[config.mk]
export PLATFORM = sky130hd
export DESIGN_NAME = bridge_fc_manager_flat
export DESIGN_NICKNAME = d
export VERILOG_FILES = /design/src/rtl/bridge_fc_manager_pkg.sv /design/src/rtl/bridge_fc_manager_if.sv /design/src/rtl/bridge_fc_manager_class.sv /design/src/rtl/bridge_fc_manager.sv /design/src/flat_wrapper.sv
export SDC_FILE = /design/constraint.sdc
export NUM_CORES = 1
export LEC_CHECK = 0
export CAP_MARGIN = 20
export CORE_UTILIZATION = 30
export CTS_CLUSTER_DIAMETER = 120
export DETAILED_ROUTE_END_ITERATION = 8
export PLACE_DENSITY_LB_ADDON = 0.2
export SLEW_MARGIN = 20
export SYNTH_ARGS = -nofsm -noshare
export SYNTH_HDL_FRONTEND = slang
export SYNTH_SLANG_ARGS = --single-unit
[constraint.sdc]
create_clock -name Fcm_CLK -period 4.4 [get_ports Fcm_CLK]
set_clock_uncertainty 0.1 [all_clocks]
set_input_delay 0.44 -clock Fcm_CLK [delete_from_list [all_inputs] [get_ports Fcm_CLK]]
set_output_delay 0.44 -clock Fcm_CLK [all_outputs]
set_load 0.02 [all_outputs]
[src/rtl/bridge_fc_manager_pkg.sv]
// Shared types and helpers for the PCIe bridge flow-credit manager.
// Covers class encoding, FSM states, the fc_sel code and data credit sizing.
package bridge_fc_pkg;

  typedef enum logic [1:0] {
    CLS_P    = 2'd0,
    CLS_NP   = 2'd1,
    CLS_CPL  = 2'd2,
    CLS_NONE = 2'd3
  } fc_class_e;

  typedef enum logic [1:0] {
    ST_IDLE    = 2'd0,
    ST_REQ     = 2'd1,
    ST_CAPTURE = 2'd2,
    ST_HOLD    = 2'd3
  } fc_state_e;

  localparam logic [2:0] FC_SEL_TX_AVAIL = 3'b100;
  localparam int         CNT_W           = 16;
  localparam int         DCRED_W         = 9;

  // A payload of 1024 DW is encoded as len = 0 and costs 256 data credits.
  function automatic logic [DCRED_W-1:0] data_credits(input logic [9:0] len);
    logic [10:0] sum;
    if (len == 10'd0) begin
      return 9'd256;
    end
    sum = 11'(len) + 11'd3;
    return DCRED_W'(sum >> 2);
  endfunction

endpackage

[src/rtl/bridge_fc_manager_if.sv]
// Bundle between the PCIe core fc_* port, the transmit path and the credit manager.
// slave = the credit manager; master = the core/transmit side driving it.
interface bridge_fc_manager_if #(
  parameter int HDR_W  = 8,
  parameter int DATA_W = 12
);
  logic              Fcm_Link_Up;
  logic [HDR_W-1:0]  Fcm_fc_ph;
  logic [HDR_W-1:0]  Fcm_fc_nph;
  logic [HDR_W-1:0]  Fcm_fc_cplh;
  logic [DATA_W-1:0] Fcm_fc_pd;
  logic [DATA_W-1:0] Fcm_fc_npd;
  logic [DATA_W-1:0] Fcm_fc_cpld;
  logic              Fcm_Tx_Start;
  logic [1:0]        Fcm_Tx_Type;
  logic [9:0]        Fcm_Tx_Len;
  logic              Fcm_Tx_HasData;
  logic [2:0]        Fcm_fc_sel;
  logic [5:0]        Fcm_Tx_FC;
  logic              Fcm_Bridge_Ready;

  modport master (
    output Fcm_Link_Up, Fcm_fc_ph, Fcm_fc_nph, Fcm_fc_cplh,
           Fcm_fc_pd, Fcm_fc_npd, Fcm_fc_cpld,
           Fcm_Tx_Start, Fcm_Tx_Type, Fcm_Tx_Len, Fcm_Tx_HasData,
    input  Fcm_fc_sel, Fcm_Tx_FC, Fcm_Bridge_Ready
  );

  modport slave (
    input  Fcm_Link_Up, Fcm_fc_ph, Fcm_fc_nph, Fcm_fc_cplh,
           Fcm_fc_pd, Fcm_fc_npd, Fcm_fc_cpld,
           Fcm_Tx_Start, Fcm_Tx_Type, Fcm_Tx_Len, Fcm_Tx_HasData,
    output Fcm_fc_sel, Fcm_Tx_FC, Fcm_Bridge_Ready
  );

endinterface

[src/rtl/bridge_fc_manager_class.sv]
// One credit class (P, NP or CPL): header/data shadows with load, saturating
// debit and registered go/no-go flags computed from the next shadow value.
module bridge_fc_class
  import bridge_fc_pkg::*;
#(
  parameter int HDR_W    = 8,
  parameter int DATA_W   = 12,
  parameter int DATA_THR = 64
) (
  input  logic               clk,
  input  logic               rst_n,
  input  logic               clear,
  input  logic               load,
  input  logic               debit,
  input  logic [HDR_W-1:0]   hdr_in,
  input  logic [DATA_W-1:0]  data_in,
  input  logic [DCRED_W-1:0] data_debit,
  output logic               hdr_ok,
  output logic               data_ok
);

  localparam int                SUB_W      = (DATA_W > DCRED_W) ? DATA_W : DCRED_W;
  localparam logic [DATA_W-1:0] DATA_THR_V = DATA_W'(DATA_THR);

  logic [HDR_W-1:0]  hdr_q, hdr_base, hdr_d;
  logic [DATA_W-1:0] data_q, data_d;
  logic [SUB_W-1:0]  data_base, data_deb, data_rem;

  // A debit landing on the capture cycle is taken from the freshly captured value.
  always_comb begin
    hdr_base  = load ? hdr_in : hdr_q;
    data_base = SUB_W'(load ? data_in : data_q);
    data_deb  = debit ? SUB_W'(data_debit) : '0;
    data_rem  = (data_base > data_deb) ? (data_base - data_deb) : '0;
    hdr_d     = hdr_base;
    if (debit && (hdr_base != '0)) begin
      hdr_d = hdr_base - HDR_W'(1);
    end
    data_d = DATA_W'(data_rem);
    if (clear) begin
      hdr_d  = '0;
      data_d = '0;
    end
  end

  always_ff @(posedge clk or negedge rst_n) begin
    if (!rst_n) begin
      hdr_q   <= '0;
      data_q  <= '0;
      hdr_ok  <= 1'b0;
      data_ok <= 1'b0;
    end else begin
      hdr_q   <= hdr_d;
      data_q  <= data_d;
      hdr_ok  <= (hdr_d != '0);
      data_ok <= (data_d >= DATA_THR_V);
    end
  end

endmodule

[src/rtl/bridge_fc_manager.sv]
// Flow-credit manager: polls the core's Tx-available credits, debits per-class
// shadows as TLPs launch and drives per-class go/no-go flags plus bridge ready.
//   state   | meaning
//   IDLE    | link down, shadows cleared
//   REQ     | fc_sel settling, wait FC_LAT cycles
//   CAPTURE | load all shadows from fc_* inputs
//   HOLD    | debit shadows, wait POLL_INTERVAL cycles
module bridge_fc_manager
  import bridge_fc_pkg::*;
#(
  parameter int HDR_W          = 8,
  parameter int DATA_W         = 12,
  parameter int MAX_PAYLOAD_DW = 256,
  parameter int FC_LAT         = 2,
  parameter int POLL_INTERVAL  = 16
) (
  input  logic                Fcm_CLK,
  input  logic                Fcm_RST_n,
  bridge_fc_manager_if.slave  fcm
);

  localparam int               DATA_THR = MAX_PAYLOAD_DW / 4;
  localparam logic [CNT_W-1:0] REQ_LOAD  = CNT_W'(FC_LAT - 1);
  localparam logic [CNT_W-1:0] HOLD_LOAD = CNT_W'(POLL_INTERVAL - 1);

  fc_state_e          state_q, state_d;
  logic [CNT_W-1:0]   cnt_q, cnt_d;
  logic               ready_q, ready_d;
  logic               capture;
  logic               link_down;
  logic               debit_ok;
  logic [DCRED_W-1:0] len_credits;
  logic [DCRED_W-1:0] pc_debit, np_debit;
  logic [2:0]         fc_sel_q;
  logic               p_hdr_ok, p_data_ok, np_hdr_ok, np_data_ok, cpl_hdr_ok, cpl_data_ok;

  assign link_down = !fcm.Fcm_Link_Up;

  always_comb begin
    state_d = state_q;
    cnt_d   = cnt_q;
    ready_d = ready_q;
    capture = 1'b0;
    if (link_down) begin
      state_d = ST_IDLE;
      cnt_d   = '0;
      ready_d = 1'b0;
    end else begin
      case (state_q)
        ST_IDLE: begin
          state_d = ST_REQ;
          cnt_d   = REQ_LOAD;
        end
        ST_REQ: begin
          if (cnt_q == '0) state_d = ST_CAPTURE;
          else             cnt_d   = cnt_q - CNT_W'(1);
        end
        ST_CAPTURE: begin
          capture = 1'b1;
          ready_d = 1'b1;
          state_d = ST_HOLD;
          cnt_d   = HOLD_LOAD;
        end
        ST_HOLD: begin
          if (cnt_q == '0) begin
            state_d = ST_REQ;
            cnt_d   = REQ_LOAD;
          end else begin
            cnt_d = cnt_q - CNT_W'(1);
          end
        end
        default: state_d = ST_IDLE;
      endcase
    end
  end

  always_ff @(posedge Fcm_CLK or negedge Fcm_RST_n) begin
    if (!Fcm_RST_n) begin
      state_q  <= ST_IDLE;
      cnt_q    <= '0;
      ready_q  <= 1'b0;
      fc_sel_q <= FC_SEL_TX_AVAIL;
    end else begin
      state_q  <= state_d;
      cnt_q    <= cnt_d;
      ready_q  <= ready_d;
      fc_sel_q <= FC_SEL_TX_AVAIL;
    end
  end

  // Debits are only trusted once a snapshot exists; before that the shadows are meaningless.
  assign debit_ok    = fcm.Fcm_Link_Up && ready_q && fcm.Fcm_Tx_Start &&
                       (fcm.Fcm_Tx_Type != CLS_NONE);
  assign len_credits = data_credits(fcm.Fcm_Tx_Len);
  assign pc_debit    = fcm.Fcm_Tx_HasData ? len_credits : '0;
  assign np_debit    = fcm.Fcm_Tx_HasData ? DCRED_W'(1) : '0;

  bridge_fc_class #(.HDR_W(HDR_W), .DATA_W(DATA_W), .DATA_THR(DATA_THR)) u_cls_p (
    .clk        (Fcm_CLK),
    .rst_n      (Fcm_RST_n),
    .clear      (link_down),
    .load       (capture),
    .debit      (debit_ok && (fcm.Fcm_Tx_Type == CLS_P)),
    .hdr_in     (fcm.Fcm_fc_ph),
    .data_in    (fcm.Fcm_fc_pd),
    .data_debit (pc_debit),
    .hdr_ok     (p_hdr_ok),
    .data_ok    (p_data_ok)
  );

  bridge_fc_class #(.HDR_W(HDR_W), .DATA_W(DATA_W), .DATA_THR(1)) u_cls_np (
    .clk        (Fcm_CLK),
    .rst_n      (Fcm_RST_n),
    .clear      (link_down),
    .load       (capture),
    .debit      (debit_ok && (fcm.Fcm_Tx_Type == CLS_NP)),
    .hdr_in     (fcm.Fcm_fc_nph),
    .data_in    (fcm.Fcm_fc_npd),
    .data_debit (np_debit),
    .hdr_ok     (np_hdr_ok),
    .data_ok    (np_data_ok)
  );

  bridge_fc_class #(.HDR_W(HDR_W), .DATA_W(DATA_W), .DATA_THR(DATA_THR)) u_cls_cpl (
    .clk        (Fcm_CLK),
    .rst_n      (Fcm_RST_n),
    .clear      (link_down),
    .load       (capture),
    .debit      (debit_ok && (fcm.Fcm_Tx_Type == CLS_CPL)),
    .hdr_in     (fcm.Fcm_fc_cplh),
    .data_in    (fcm.Fcm_fc_cpld),
    .data_debit (pc_debit),
    .hdr_ok     (cpl_hdr_ok),
    .data_ok    (cpl_data_ok)
  );

  assign fcm.Fcm_fc_sel       = fc_sel_q;
  assign fcm.Fcm_Tx_FC        = {cpl_data_ok, cpl_hdr_ok, np_data_ok, np_hdr_ok, p_data_ok, p_hdr_ok};
  assign fcm.Fcm_Bridge_Ready = ready_q;

endmodule

[src/flat_wrapper.sv]
// flat-port wrapper written by rule: the top's interface ports become plain ports
module bridge_fc_manager_flat import bridge_fc_pkg::*;
#(
  parameter int HDR_W          = 8,
  parameter int DATA_W         = 12,
  parameter int MAX_PAYLOAD_DW = 256,
  parameter int FC_LAT         = 2,
  parameter int POLL_INTERVAL  = 16
)
  (Fcm_CLK, Fcm_RST_n, fcm_Fcm_Link_Up, fcm_Fcm_fc_ph, fcm_Fcm_fc_nph, fcm_Fcm_fc_cplh, fcm_Fcm_fc_pd, fcm_Fcm_fc_npd, fcm_Fcm_fc_cpld, fcm_Fcm_Tx_Start, fcm_Fcm_Tx_Type, fcm_Fcm_Tx_Len, fcm_Fcm_Tx_HasData, fcm_Fcm_fc_sel, fcm_Fcm_Tx_FC, fcm_Fcm_Bridge_Ready);
  bridge_fc_manager_if #(.HDR_W(HDR_W), .DATA_W(DATA_W)) fcm_i ();
  input  logic Fcm_CLK;
  input  logic Fcm_RST_n;
  input wire logic [$bits(fcm_i.Fcm_Link_Up)-1:0] fcm_Fcm_Link_Up;
  input wire logic [$bits(fcm_i.Fcm_fc_ph)-1:0] fcm_Fcm_fc_ph;
  input wire logic [$bits(fcm_i.Fcm_fc_nph)-1:0] fcm_Fcm_fc_nph;
  input wire logic [$bits(fcm_i.Fcm_fc_cplh)-1:0] fcm_Fcm_fc_cplh;
  input wire logic [$bits(fcm_i.Fcm_fc_pd)-1:0] fcm_Fcm_fc_pd;
  input wire logic [$bits(fcm_i.Fcm_fc_npd)-1:0] fcm_Fcm_fc_npd;
  input wire logic [$bits(fcm_i.Fcm_fc_cpld)-1:0] fcm_Fcm_fc_cpld;
  input wire logic [$bits(fcm_i.Fcm_Tx_Start)-1:0] fcm_Fcm_Tx_Start;
  input wire logic [$bits(fcm_i.Fcm_Tx_Type)-1:0] fcm_Fcm_Tx_Type;
  input wire logic [$bits(fcm_i.Fcm_Tx_Len)-1:0] fcm_Fcm_Tx_Len;
  input wire logic [$bits(fcm_i.Fcm_Tx_HasData)-1:0] fcm_Fcm_Tx_HasData;
  output wire logic [$bits(fcm_i.Fcm_fc_sel)-1:0] fcm_Fcm_fc_sel;
  output wire logic [$bits(fcm_i.Fcm_Tx_FC)-1:0] fcm_Fcm_Tx_FC;
  output wire logic [$bits(fcm_i.Fcm_Bridge_Ready)-1:0] fcm_Fcm_Bridge_Ready;
  assign fcm_i.Fcm_Link_Up = fcm_Fcm_Link_Up;
  assign fcm_i.Fcm_fc_ph = fcm_Fcm_fc_ph;
  assign fcm_i.Fcm_fc_nph = fcm_Fcm_fc_nph;
  assign fcm_i.Fcm_fc_cplh = fcm_Fcm_fc_cplh;
  assign fcm_i.Fcm_fc_pd = fcm_Fcm_fc_pd;
  assign fcm_i.Fcm_fc_npd = fcm_Fcm_fc_npd;
  assign fcm_i.Fcm_fc_cpld = fcm_Fcm_fc_cpld;
  assign fcm_i.Fcm_Tx_Start = fcm_Fcm_Tx_Start;
  assign fcm_i.Fcm_Tx_Type = fcm_Fcm_Tx_Type;
  assign fcm_i.Fcm_Tx_Len = fcm_Fcm_Tx_Len;
  assign fcm_i.Fcm_Tx_HasData = fcm_Fcm_Tx_HasData;
  assign fcm_Fcm_fc_sel = fcm_i.Fcm_fc_sel;
  assign fcm_Fcm_Tx_FC = fcm_i.Fcm_Tx_FC;
  assign fcm_Fcm_Bridge_Ready = fcm_i.Fcm_Bridge_Ready;
  bridge_fc_manager #(.HDR_W(HDR_W), .DATA_W(DATA_W), .MAX_PAYLOAD_DW(MAX_PAYLOAD_DW), .FC_LAT(FC_LAT), .POLL_INTERVAL(POLL_INTERVAL)) u_core (.Fcm_CLK(Fcm_CLK), .Fcm_RST_n(Fcm_RST_n), .fcm(fcm_i));
endmodule
==> impl_results.md, run 1 <==
* FFs w/ async S/R, synth at 100%
* Share of layout cells above drive strength 1 at under 10%
* CTS tree: built
* Setup WS post-layout at approximately 610 ps
* Hpwl dp at around 13,000 um
* H-tree depth at 3
* Max-slew violation count at 0
* Routability cong. at 0.853
* CP top delay family: compound AO/OA/AOI/OAI gates
* # IOs at 87
* Antenna violations before repair at 0
* Vias in the first global route at 5,540
* Fmax at ~260 MHz
* Fin cells at 1,115
* Max transition margin at 46.4%
* Commonest non-fill, non-tap cell in the layout: nand2_1
* Sink Count at 85
* Worst Tran Pin Value at 796 ps
* Critical path endpoint category: register
* Largest net degree at the start of global routing at 53
* Fin crit period at 3790 ps
* Worst EP required at 4530 ps
* Post-Synthesis Cells at 750
* Postcts setup bufs at 0
* Maximum vdd ir drop at 0.281 mV
* Root Driver: clkbuf_16
* Total GRT Usage at ~17%
* Filler cells at ~2,100
* Syn avg cell area at 8.41 sq um
* Multi-input gate area at about 4000 sq um
* CTS clock-pin slew for the worst setup and hold paths at 70 ps
* Arrival time at the worst endpoint at between 3000 and 4000 ps
* TritonCTS buffer count at 9
* Pre-antenna DRT Iters at 4
* DRC viols at 0
* Final #Nets at 951
* CP Depth at 16
* Status: finished, final reports clean
* Starting Density at 30.9%
* DP Worst Slack at 314 ps
* Synth Warn # at 0
* Placed cells at 1,099
* Post-synth EDFFs at 0
* Hold_buf cts at 0
* Max-Cap Viols at 0
* Iter 0 DRT Violations at 242
* Unrepaired setup endpoints after global routing: no
* Vias post-DR at 5,594
* Crit path largest cell delay at 430 ps
* Pwr per Cell Area at 560 nW/um^2
* Register area at 2130 sq um
* Gates resized, CTS repair at 0
* Final period util at 86.1%
* Top_reg_cell synth: dfrtp_1
* Clock Latency Late Sink at 350 ps
* Worst Hold Class: input port to asynchronous set/reset pin
* Fin. Hold Viols at 0
* # diodes at 0
* Core area at between 20,000 and 25,000 sq um
* First-pass GRT wire length at 28,400 um
* Crit Path Max Fanout at 13
* Max clock buf depth at 2
* Seq cells post-synth at 85
* Die width at 147 um
* Via-to-Cell Ratio at 5.02
* IO buf count at 83
* Proportion of synthesized chip area in sequential cells at roughly 34%
* Full die area at ~22,000 sq um
* Final setup fails at 0
* Pleak at ~3.6 nW
* Die H at 147 um
* Setup_tns at 0 ps
* Most frequent cells in the layout: nand2_1, nor2_1, dfrtp_1, clkdlybuf4s50_1, nor3_1
* Worst path buffer plus inverter count at 3
* Routed Antenna Nets at 0
* Area grow syn2layout at 24.5%
* Per-cell routed wire length at 15.4 um
* Worst reg2reg path depth at 16
* Gr ovfl total at 0
* CP startpoint kind: register
* # rows at 52
* Post-Route WL at between 15,000 and 20,000 um
* Yosys cell types at slightly below 70
* Netlist area before placement at 6310 sq um
* Critical Path, Cell by Cell: inv_1 -> ha_1 -> buf_4 -> and2_4 -> nand2_1 -> nand2_1 -> inv_1 -> fa_1 -> nor2b_1 -> o21a_1 -> o21ai_1 -> a21oi_1 -> o211ai_1 -> a221oi_1 -> a311oi_1 -> or3_1
* Worst setup path class: register to register
* Slowest-stage cell, CP: fa_1
* Total power at 4.40 mW
## cells by family (layout without fill, tap and decap cells)
logic type	after synthesis	count (layout)	share of synthesized area, %
xor+xnor	60	60	8.33
mux	38	38	6.05
flops	85	85	33.7
fa+ha+maj	34	34	6.98
other cells	2	3	0.119
compound gates	131	131	13.8
simple gates	348	348	27.1
buf+inv	52	146	3.89
## power by group
group | internal (mW) | total, mW | switching (mW)
clock network | 0.447 | 0.805 | 0.358
logic | 1.11 | 2.53 | 1.42
registers | 0.952 | 1.07 | 0.116
total | 2.51 | 4.40 | 1.89
## flip-flops by register name, indices dropped and copies added (netlist names), 2 cells and up
signal                   flops
u_core.u_cls_np.data_q      12
u_core.u_cls_cpl.data_q     12
u_core.u_cls_cpl.hdr_q       8
u_core.u_cls_p.data_q       12
u_core.cnt_q                16
u_core.u_cls_p.hdr_q         8
u_core.u_cls_np.hdr_q        8
u_core.state_q               2
## metrics by stage
step	instance area (sq um)	util, %	hold slack, ps
after floorplan	6310	-	44.4
after global placement	7550	37.0	426
after detailed placement	7550	37.0	429
after CTS	7860	38.4	67.2
after global routing	7860	38.4	90.7
final	7860	38.4	32.1
## final timing paths
| check | startpoint | to | slack (ps) |
|---|---|---|---|
| hold reg to reg | u_core.cnt_q[6] | u_core.cnt_q[6] | 440 |
| min in group Fcm_CLK | u_core.cnt_q[6] | u_core.cnt_q[6] | 440 |
| max in group asynchronous | Fcm_RST_n | u_core.cnt_q[10] | 3230 |
| setup reg to reg | u_core.state_q[0] | u_core.u_cls_cpl.data_ok | 610 |
| setup / recovery | u_core.state_q[0] | u_core.u_cls_cpl.data_ok | 610 |
| hold / removal | Fcm_RST_n | u_core.u_cls_np.data_q[8] | 30 |
## cell type report
cell class                 count  share of cell area [%]
multi-input combinational    614                    50.3
sequential                    85                    27.1
timing repair buffer         113                    13.7
tap                          270                    4.30
clock buffer                  10                    2.91
clock inverter                 6                   0.908
inverter                      17                   0.812
## routing by layer
| metal | vias up | track usage [%] | share of wire [%] |
|---|---|---|---|
| met2 | 124 | 27.6 | 46 |
| met3 | 19 | 2.70 | 3.5 |
| met1 | 2634 | 22.5 | 49 |
| met5 | - | 0 | 0 |
| met4 | 0 | 4.85 | 1.4 |
| li1 | 2817 | - | - |
## cells in the mapped netlist, types with 6 or more instances
cell type | n | area share (%)
xnor2_1 | 31 | 4.3
nand3_1 | 15 | 1.2
nor2b_1 | 10 | 0.99
nor2_1 | 95 | 5.7
ha_1 | 32 | 6.3
inv_1 | 17 | 1.0
a21o_1 | 9 | 1.1
mux2i_1 | 37 | 5.9
clkbuf_1 | 11 | 0.65
buf_4 | 10 | 1.2
nand2_1 | 99 | 5.9
or3_1 | 12 | 1.2
a31oi_1 | 6 | 0.60
o21ai_0 | 26 | 2.1
a21oi_1 | 33 | 2.6
nor3_1 | 43 | 3.4
and3_1 | 6 | 0.60
nand4_1 | 6 | 0.60
dfrtp_1 | 85 | 34
o21a_1 | 8 | 0.95
nor3b_1 | 10 | 1.2
nor4_1 | 10 | 0.99
and2_1 | 9 | 0.89
xor2_1 | 29 | 4.0
nand2b_1 | 6 | 0.60
nand3b_1 | 6 | 0.71
buf_2 | 10 | 0.79
a211oi_1 | 12 | 1.4
Note: power is estimated with default switching activity, not from simulation.
==> inputs of run 2 (changes only) <==
--- a/config.mk
+++ b/config.mk
@@ -6,10 +6,12 @@
 export NUM_CORES = 1
 export LEC_CHECK = 0
 export CAP_MARGIN = 20
+export CORE_ASPECT_RATIO = 0.9
 export CORE_UTILIZATION = 30
-export CTS_CLUSTER_DIAMETER = 120
+export CTS_CLUSTER_DIAMETER = 60
 export DETAILED_ROUTE_END_ITERATION = 8
 export PLACE_DENSITY_LB_ADDON = 0.2
+export RECOVER_POWER = 100
 export SLEW_MARGIN = 20
 export SYNTH_ARGS = -nofsm -noshare
 export SYNTH_HDL_FRONTEND = slang
==> run 2 against run 1 <==
Combinational power fell by 3%. Sequential power barely moved. Highest routed layer unchanged. Core utilization fell by 0.55 points. Clock power fell by 15%. Cell area fell by 2.1%. Setup slack got worse by 150 ps. Largest power group unchanged. Via count fell by 2.2%. Final cell count did not move. Wire length fell by 2.2%. The run now ends with max-capacitance violations, max-slew violations left. Hold slack improved by 420 ps.
==> impl_results.md, run 2 (same netlist as run 1, synthesis figures left out) <==
* Final setup fails at 0 (unchanged)
* Register area at 2130 sq um (unchanged)
* Arrival time at the worst endpoint at 4060 ps (+140 ps)
* Antenna violations before repair at 0 (unchanged)
* Pleak at 3.55 nW (-2.5%)
* GR Layer Usage met3 at 2.99% (+0.29 points)
* Gates resized, CTS repair at 0 (unchanged)
* Multi-input gate area at 3930 sq um (-0.35%)
* Hpwl dp at 12,600 um (-2.7%)
* Setup_tns at 0 ps (unchanged)
* Fmax at 254 MHz (-3.7%)
* Vias in the first global route at 5,413 (-2.3%)
* Total GRT Usage at 16.4% (-0.36 points)
* Fin. Hold Viols at 0 (unchanged)
* DP Worst Slack at 263 ps (-51.1 ps)
* Share of layout cells above drive strength 1 at 4.19% (-2.6 points)
* Max-slew violation count at 60 (+60)
* Full die area at 21,600 sq um (about the same)
* NetSw at 1.81 mW (-4.1%)
* Worst setup path class: input port to register
* # diodes at 0 (unchanged)
* Largest Register: u_core.cnt_q
* Max FFs per register at 16 (unchanged)
* Part of the power in registers at 25.4% (+1.1 points)
* Worst R2R Setup Slack at 610 ps (about the same)
* Final period util at 89.4% (+3.3 points)
* Starting Density at 31.1% (+0.21 points)
* CTS clock-pin slew for the worst setup and hold paths at 60 ps (about the same)
* Clk pwr share at 16.3% (-2.0 points)
* Routed Antenna Nets at 0 (unchanged)
* Total power at 4.20 mW (-4.6%)
* Core area at 20,300 sq um (-0.67%)
* H-tree depth at 3 (unchanged)
* Routability cong. at 0.831 (-2.6%)
* Layout Utilization at 37.9% (-0.55 points)
* Filler cells at 2,072 (-2.6%)
* # rows at 49 (-5.8%)
* # IOs at 87 (unchanged)
* Most frequent cells in the layout: nand2_1, nor2_1, dfrtp_1, clkdlybuf4s50_1, nor3_1
* First-pass GRT wire length at 28,000 um (-1.5%)
* Crit Path Max Fanout at 21 (+8)
* TritonCTS buffer count at 9 (unchanged)
* CP startpoint kind: input port
* Via-to-Cell Ratio at 4.91 (-2.2%)
* Failing checks: max-capacitance violations, max-slew violations
* Post-Route WL at 16,800 um (-2.2%)
* Max transition margin at -131% (-180 points)
* Hold_buf cts at 0 (unchanged)
* Root Driver: clkbuf_16
* DRC viols at 0 (unchanged)
* Fin crit period at 3930 ps (+147 ps)
* Area grow syn2layout at 21.9%
* Pre-antenna DRT Iters at 4 (unchanged)
* Int Power at 2.39 mW (-4.9%)
* Status: finished, violations left
* IO buf count at 83 (unchanged)
* CTS tree: built
* Max clock buf depth at 2 (unchanged)
* GRT busiest layer: met2
* Pwr per Cell Area at 546 nW/um^2 (-2.6%)
* Largest net degree at the start of global routing at 60 (+13%)
* Fin cells at 1,115 (unchanged)
* Sink Count at 85 (unchanged)
* Commonest non-fill, non-tap cell in the layout: nand2_1
* Critical path endpoint category: register
* Placed cells at 1,101 (+0.18%)
* Iter 0 DRT Violations at 221 (-8.7%)
* Met2 global-route usage at 26.1% (-1.5 points)
* Setup WS post-layout at 466 ps (-147 ps)
* Max-Cap Viols at 1 (+1)
* Gr ovfl total at 0 (unchanged)
* Worst Hold Class: register to register
* Clock Latency Late Sink at 350 ps (about the same)
* Worst EP required at 4530 ps (about the same)
* Final #Nets at 943 (-0.84%)
* Die width at 155 um (+5.3%)
* Die H at 140 um (-5.1%)
* Worst Tran Pin Value at 3460 ps (+2660 ps)
* Vias post-DR at 5,472 (-2.2%)
* Per-cell routed wire length at 15.1 um (-2.2%)
* Sw frac at 43.2% (+0.22 points)
* Unrepaired setup endpoints after global routing: no
* GR Util met1 at 22.9% (+0.45 points)
* Postcts setup bufs at 0 (unchanged)
* Gate power share at 58.3% (+0.9 points)
* Maximum vdd ir drop at 0.216 mV (-23%)
## run 2: metal layers
layer / vias to the layer above / share of wire, %
met2: 81 / 46
met5: - / 0
met3: 9 / 3.6
met4: 0 / 0.87
li1: 2805 / -
met1: 2577 / 50
## run 2: layout make-up
cell class / count / area share, %
inverters: 17 / 0.830
clock buffers: 12 / 3.07
flip-flops and latches: 85 / 27.7
multi-input cells: 614 / 51.1
well taps: 280 / 4.56
repair buffers: 105 / 12.6
clock inverters: 2 / 0.163
## run 2: power groups by stage
stage                     sequential [mW]  combinational (mW)  clock [mW]
after detailed placement             1.08                2.49           0
after floorplan                      1.05                1.91           0
after CTS                            1.07                2.50       0.710
after global placement               1.08                2.50           0
final                                1.07                2.45       0.685
after global routing                 1.09                2.79       0.737
## run 2: final timing paths
kind	from	to	cells after the start
max in group asynchronous	Fcm_RST_n	u_core.u_cls_np.data_q[4]	2
min	u_core.cnt_q[6]	u_core.cnt_q[6]	2
min reg2reg	u_core.cnt_q[6]	u_core.cnt_q[6]	2
max reg2reg	u_core.state_q[0]	u_core.u_cls_cpl.hdr_ok	13
min in group asynchronous	Fcm_RST_n	u_core.u_cls_cpl.data_q[3]	1
max	fcm_Fcm_Link_Up	u_core.u_cls_cpl.hdr_ok	13
## run 2: stage by stage
stage          hold WS (ps)  area, sq um
2_1_floorplan          44.4         6310
3_3_place_gp            429         7490
3_5_place_dp            430         7490
4_1_cts                 128         7740
5_1_grt                 465         7690
6_report                448         7690
## run 2: critical path, stage by stage
cell and delay (ps):
dlygate4sd3_1 610, buf_4 190, nand2_4 260, clkbuf_1 260, clkbuf_1 400, mux2i_1 460
ha_1 230, o21ai_0 100, o21a_1 310, o211ai_1 220, xor2_1 130, a21o_1 210
a211o_1 220
